<file path="config.mk">
export PLATFORM = sky130hd
export DESIGN_NAME = seg_scan_display
export DESIGN_NICKNAME = d
export VERILOG_FILES = /design/src/rtl/seg_scan_display.sv
export SDC_FILE = /design/constraint.sdc
export NUM_CORES = 1
export LEC_CHECK = 0
export BUFFER_PORTS_ARGS = -buffer_cell sky130_fd_sc_hd__buf_2
export CAP_MARGIN = 20
export CORE_ASPECT_RATIO = 0.7
export CORE_MARGIN = 8
export CORE_UTILIZATION = 50
export CTS_CLUSTER_DIAMETER = 30
export DETAILED_ROUTE_END_ITERATION = 6
export PLACE_DENSITY = 0.71
export SYNTH_ARGS = -nofsm -noshare
export SYNTH_HDL_FRONTEND = slang
export SYNTH_SLANG_ARGS = --single-unit
</file>
<file path="constraint.sdc">
create_clock -name sysClk -period 1.7 [get_ports sysClk]
set_input_delay 0.17 -clock sysClk [delete_from_list [all_inputs] [get_ports sysClk]]
set_output_delay 0.17 -clock sysClk [all_outputs]
set_load 0.01 [all_outputs]
</file>
<file path="src/rtl/seg_scan_display.sv">
// seg_scan_display: time-multiplexed common-anode 7-segment driver.
// Ports: sysClk/sysRst(async, low); load/digitsIn tear-free BCD capture;
//   blankLeadingZero; anode (one-hot low), seg {g..a} low, frameDone pulse.
module seg_scan_display #(
  parameter int DIGITS   = 4,
  parameter int SCAN_DIV = 4
) (
  input  logic                  sysClk,
  input  logic                  sysRst,
  input  logic                  load,
  input  logic [4*DIGITS-1:0]   digitsIn,
  input  logic                  blankLeadingZero,
  output logic [DIGITS-1:0]     anode,
  output logic [6:0]            seg,
  output logic                  frameDone
);

  localparam int IW = $clog2(DIGITS);
  localparam int PW = $clog2(SCAN_DIV);
  localparam logic [IW-1:0] LAST_IDX = IW'(DIGITS - 1);
  localparam logic [PW-1:0] LAST_PRE = PW'(SCAN_DIV - 1);
  localparam logic [DIGITS-1:0] ONE = DIGITS'(1);

  logic [PW-1:0]         r_presc;
  logic [IW-1:0]         r_scan_idx;
  logic [4*DIGITS-1:0]   r_shadow;
  logic [4*DIGITS-1:0]   r_snap;
  logic                  r_pending;

  logic                  w_presc_tc;
  logic                  w_wrap;
  logic [3:0]            w_digit;
  logic [DIGITS-1:0]     w_blank_mask;
  logic                  w_zero_run;
  logic                  w_blank;
  logic [6:0]            w_code;
  logic [DIGITS-1:0]     w_onehot;

  assign w_presc_tc = (r_presc == LAST_PRE);
  assign w_wrap     = w_presc_tc & (r_scan_idx == LAST_IDX);
  assign w_digit    = r_snap[{r_scan_idx, 2'b00} +: 4];
  assign w_onehot   = ONE << r_scan_idx;

  always_ff @(posedge sysClk or negedge sysRst) begin
    if (!sysRst) begin
      r_presc    <= '0;
      r_scan_idx <= '0;
    end else if (w_presc_tc) begin
      r_presc    <= '0;
      r_scan_idx <= (r_scan_idx == LAST_IDX) ? '0 : r_scan_idx + 1'b1;
    end else begin
      r_presc    <= r_presc + 1'b1;
    end
  end

  // Snapshot only moves on the wrap edge; a load on that very edge
  // bypasses the shadow since it is the newer request.
  always_ff @(posedge sysClk or negedge sysRst) begin
    if (!sysRst) begin
      r_shadow  <= '0;
      r_snap    <= '0;
      r_pending <= 1'b0;
    end else if (w_wrap) begin
      r_pending <= 1'b0;
      if (load)
        r_snap <= digitsIn;
      else if (r_pending)
        r_snap <= r_shadow;
    end else if (load) begin
      r_shadow  <= digitsIn;
      r_pending <= 1'b1;
    end
  end

  // Walk from the top digit down; the zero run ends at the first
  // nonzero code (dashes included). Digit 0 always shows.
  always_comb begin
    w_zero_run   = 1'b1;
    w_blank_mask = '0;
    for (int k = DIGITS - 1; k >= 0; k--) begin
      w_zero_run      = w_zero_run & (r_snap[4*k +: 4] == 4'd0);
      w_blank_mask[k] = w_zero_run & (k != 0);
    end
  end

  assign w_blank = blankLeadingZero & w_blank_mask[r_scan_idx];

  always_comb begin
    w_code = 7'b0111111;
    unique case (w_digit)
      4'd0:    w_code = 7'b1000000;
      4'd1:    w_code = 7'b1111001;
      4'd2:    w_code = 7'b0100100;
      4'd3:    w_code = 7'b0110000;
      4'd4:    w_code = 7'b0011001;
      4'd5:    w_code = 7'b0010010;
      4'd6:    w_code = 7'b0000010;
      4'd7:    w_code = 7'b1111000;
      4'd8:    w_code = 7'b0000000;
      4'd9:    w_code = 7'b0010000;
      default: w_code = 7'b0111111;
    endcase
  end

  always_ff @(posedge sysClk or negedge sysRst) begin
    if (!sysRst) begin
      anode     <= '1;
      seg       <= 7'b1111111;
      frameDone <= 1'b0;
    end else begin
      anode     <= ~w_onehot;
      seg       <= w_blank ? 7'b1111111 : w_code;
      frameDone <= w_wrap;
    end
  end

endmodule
</file>
# --- Word-level counts from Yosys, hierarchy flattened ---
# Memory sizes are Yosys's and may differ from the RTL's.
# Index checks and enable logic that the tools add are counted.
# Widths: inputs -> output; s select.
classes:
  add_sub_neg: 2
  magnitude_cmp: 1
  n_eq_ne: 2
  n_shift: 2
  n_mux: 9
  bitwise_logic: 6
  n_reduce_logical: 7
op_table:
  columns: ["operator", "count"]
  rows:
  - ["$mux 16", 2]
  - ["$shiftx 16x5->4", 1]
  - ["$logic_not 4->1", 3]
  - ["$mux 7", 1]
  - ["$add 2x1->2 const B", 2]
  - ["$and 1x1->1", 4]
  - ["$eq 2x2->1 const B", 2]
  - ["$mux 2", 2]
  - ["$not 4->4", 1]
  - ["$reduce_and 2->1", 2]
  - ["$reduce_bool 2->1", 2]
  - ["$shl 1x2->4 const A", 1]
  - ["$lt 2x3->1 const B", 1]
  - ["$mux 1", 3]
  - ["$bmux 1 s2", 1]
  - ["$not 1->1", 1]
totals:
  regBits: 49
  rom_bits: 112
  input_bits: 20
  output_inout_bits: 12
  word_cells: 38
  n_memories: 1
memory_table:
  columns: ["memory", "depth", "word_bits", "rd", "rd_ports_with_merged_regs", "write_ports", "line_no", "rtl"]
  rows:
  - ["(no name shown)", 16, 7, 1, 0, 0, "90", "unique case (w_digit)"]

# --- Depth between registers and ports, before layout ---
depth:
  word_depth: 7
  depth_mapped: 7
  ltp_nobuf: 6

# --- Worst setup path before layout ---
# Ideal clock, no wire load.
synth_timing:
  kind: "reg-to-reg"
  from: "reg r_scan_idx[0]"
  to: "reg seg[4]"
  setup_time_ps: 82
  arrival_ps: 1737
  required_ps: 1618
  slack_ps: -118
  stages_incl_launch_ff: 8
  n_path_buf: 1
  synth_period_minus_slack_ps: 1818
  path_cell_list: "dfrtp_1 -> buf_6 -> mux4_1 -> inv_1 -> ha_1 -> nor2b_1 -> nand2_1 -> o31a_1"
synth_via:
  elab_chain_len: 4
  word_cells_on_any_way: 6
  cone_classes: "shift (1); mux (3); bitwise (1); memory (1)"
synth_lines:
  columns: ["item", "line_no", "rtl"]
  rows:
  - ["start, declared", "25", "logic [IW-1:0] r_scan_idx;"]
  - ["start signal, assigned", "50", "r_scan_idx <= (r_scan_idx == LAST_IDX) ? '0 : r_scan_idx + 1'b1;"]
  - ["branches (longest 3 deep; another with $mem_v2 16x7)", null, null]
  - ["$mux 7 *", "112", "seg <= w_blank ? 7'b1111111 : w_code;"]
  - ["end signal, assigned", "112", null]
  - ["end, declared", "14", "output logic [6:0] seg,"]
# Mark *: on every way between the ends. The select of a mux whose other input is x is not followed.
# A chain may end at the register's enable or synchronous reset.

# --- Final worst setup path ---
layout_timing:
  from: "reg r_scan_idx[0]"
  to: "reg seg[0]"
# The elaborated chain is that of the path after synthesis.

==> impl_metrics.yaml <==
run_status:
  outcome: "finished, violations left"
  failed_checks: "negative setup slack"
place:
  dp_hpwl_um: 2746
  gp_congestion: 0.8191
  place.port_buffers: 31
  placed_cell_area_um2: 2544
min_path:
  worstHoldPathType: "input pin to flop"
synthesis:
  synth_top_family_by_area: "multiplexers"
  synthMuxAreaShare_pct: 20.08
  syn_area_per_cell_um2: 12.23
  yosys_warnings: 0
  synth-seq-cells: 49
  synth_fa_ha_area_share_pct: 5.562
  synth.yosys.seq_area_share_pct: 55.12
  yosys.area_share.simple_pct: 7.230
  synth_cell_types: 28
  synth_nets: 214
  synth-compound-area-share_pct: 7.953
  syn_area_um2: 2250
  synth_xor_area_share_pct: 0
  netlist_instances: 184
finish:
  fillers: 326
  ff_latch_area_um2: 1242
  final_cell_mix: "36 x dfrtp_1, 31 x buf_2, 20 x nand2_1"
  fin_area_um2: 2851
  final_util_pct: 65.87
  layout_commonest_cell: "dfrtp_1"
  drive_gt1_share_pct: 46.38
  syn_to_final_growth_pct: 26.75
  diodes: 0
  multiInputGateArea_um2: 1007
  nets: 264
timing:
  fin_setup_tns_ps: -33.88
  worst_slew_pin_slew_ps: 388.2
  fin_skew_ps: 5.199
  finalWorstSetupSlack_ps: -13.79
  min_period_over_period_pct: 100.8
  setup_viol: 3
  rsz0062_at_grt: "yes"
  period_needed_ps: 1714
  worst_hold_slack_ps: 104.8
  final_max_slew_viol_count: 0
  finalHoldViolCount: 0
  max_freq_mhz: 583.5
  slew_headroom_pct: 74.09
clock_network:
  clk-insertion-delay-late_ps: 300
  cts_sinks: 49
  cts_tree: "yes"
  htreeDepth: 2
  cts.path.max_buffers: 2
  path_clk_slew_ps: 90
  clockRootBuffer: "clkbuf_8"
  cts_made_buffers: 5
critical_path:
  cp_max_fo: 8
  cp_data_arrival_time_ps: 1940
  required_ps: 1930
  end_kind: "flop"
  crit_chain: "mux4_2 > buf_4 > o21ai_2 > o21a_4 > o21ai_1"
  cp-start-kind: "flop"
  cp_slowest_cell: "mux4_2"
  slowest_delay_ps: 590
  worst-setup-path-type: "flop to flop"
pwr:
  power_per_cell_area_nw_per_um2: 917.9
  combPwrFrac_pct: 16.0
  p_int_mw: 1.982
  finalPower_mw: 2.617
  power.net_switching_mw: 0.6348
  p_leak_nw: 1.330
  vdd_drop_max_mv: 0.5785
  pwr-share-seq_pct: 51.3
  swShare_pct: 24.25
  p_clk_share_pct: 32.8
die:
  coreArea_um2: 4329
  die_area_um2: 6936
  fp.dieW_um: 96.17
  fp-row-count: 20
  die_h_um: 72.12
  ios: 32
  initial_core_util_pct: 51.97
grt:
  antenna_found_initial: 0
  overflow: 0
  grt-busiest-layer: "met2"
  grt_pass1_vias: 1476
  grt_use_total_pct: 12.47
  grt_max_degree: 50
  grt.met1_usage_pct: 15.97
  use_met2_pct: 19.14
  grt_pass1_wl_um: 6672
  use_met3_pct: 3.711
detailed_routing:
  routed_wl_um: 4322
  drt-pass1-iter-count: 4
  vias_per_cell: 5.134
  wl_per_cell_um: 14.90
  route.detailed.drc: 0
  vias: 1489
  drtIter0Drc: 30
  ant_nets: 0
job:
  drv_cap: 0
[area by class of cell]
cell class	instances	share of cell area [%]
inverter	10	1.404
clock inverter	1	1.053
sequential	49	43.57
multi-input combinational	116	35.32
timing repair buffer	52	13.21
clock buffer	7	3.028
tap	55	2.413
[metrics by stage]
stage	cells	setup slack [ps]
6_report	290	-13.79
5_1_grt	290	-88.80
4_1_cts	283	-11.44
3_5_place_dp	273	-107.5
3_3_place_gp	273	-69.86
2_1_floorplan	184	14.87
[per-layer routing]
layer / vias to the layer above / part of all wire [%]
li1: 726 / -
met1: 726 / 48
met2: 29 / 46
met3: 8 / 4.8
met4: 0 / 1.4
met5: - / 0
[worst max-delay path, delay by kind of cell, from the launching register on]
family	cells	cell delay (ps)
AOI/OAI and AO/OA	3	400
buffers and inverters	1	170
DFF	1	470
muxes	1	590
[cell usage after synthesis]
master / instances / area, um2
a21oi_1: 1 / 5.000
a31oi_1: 1 / 6.260
o21a_4: 1 / 15.01
buf_6: 2 / 22.52
buf_2: 4 / 20.02
clkbuf_1: 3 / 11.26
mux4_2: 1 / 22.52
nand2_1: 22 / 82.58
o21ai_2: 2 / 17.52
inv_1: 10 / 37.54
o31a_1: 1 / 8.760
nand3_1: 1 / 5.000
nor2_1: 10 / 37.54
nor4_1: 1 / 6.260
o21ai_1: 2 / 10.01
nor3_1: 1 / 5.000
dfrtp_1: 38 / 950.9
mux4_1: 3 / 78.83
o2111ai_1: 1 / 8.760
and2_1: 1 / 6.260
dfstp_2: 11 / 289.0
nor2b_1: 2 / 12.51
mux2i_1: 17 / 170.2
mux2_2: 16 / 180.2
o21ai_0: 20 / 100.1
ha_1: 10 / 125.1
a21o_1: 1 / 7.510
and2_2: 1 / 7.510
[what timing repair did]
action	4_1_cts	5_1_grt
endpoints found under the setup margin	23	32
resized for setup	10	17
hold endpoints to repair	38	0
cloned	0	2
setup buffers	1	5
pin swaps	2	6
hold buffers	1	0
[worst paths after layout]
path / from / endpoint / slack, ps / depth (start not counted)
max in group asynchronous: sysRst / seg[1]$_DFF_PN1_ / 1050 / 3
max: r_scan_idx[0]$_DFFE_PN0P_ / seg[0]$_DFF_PN1_ / -10 / 5
min in group asynchronous: sysRst / r_shadow[3]$_DFFE_PN0P_ / 380 / 3
min: digitsIn[1] / r_shadow[1]$_DFFE_PN0P_ / 100 / 2
min reg2reg: r_presc[0]$_DFF_PN0_ / r_presc[0]$_DFF_PN0_ / 440 / 1
max reg2reg: r_scan_idx[0]$_DFFE_PN0P_ / seg[0]$_DFF_PN1_ / -10 / 5
[state kept, by name (all words and copies together) (netlist names)]
register	count
anode	4
frameDone	1
r_shadow	16
r_pending	1
r_scan_idx	2
r_snap	16
seg	7
r_presc	2
[power by group through the flow]
stage	registers, mW	logic, mW	clock network, mW
global route	1.35	0.463	0.922
CTS	1.34	0.369	0.883
floorplan	1.37	0.202	0
finish	1.34	0.418	0.857
global placement	1.36	0.339	0
detailed placement	1.36	0.345	0
[kinds of logic (layout without fill, tap and decap cells)]
kind of cell / count (synthesis) / after routing
flops: 49 / 49
fa+ha+maj: 10 / 10
simple gates: 39 / 39
mux: 37 / 37
compound gates: 30 / 30
buf+inv: 19 / 70
Note: power is estimated with default switching activity, not from simulation.
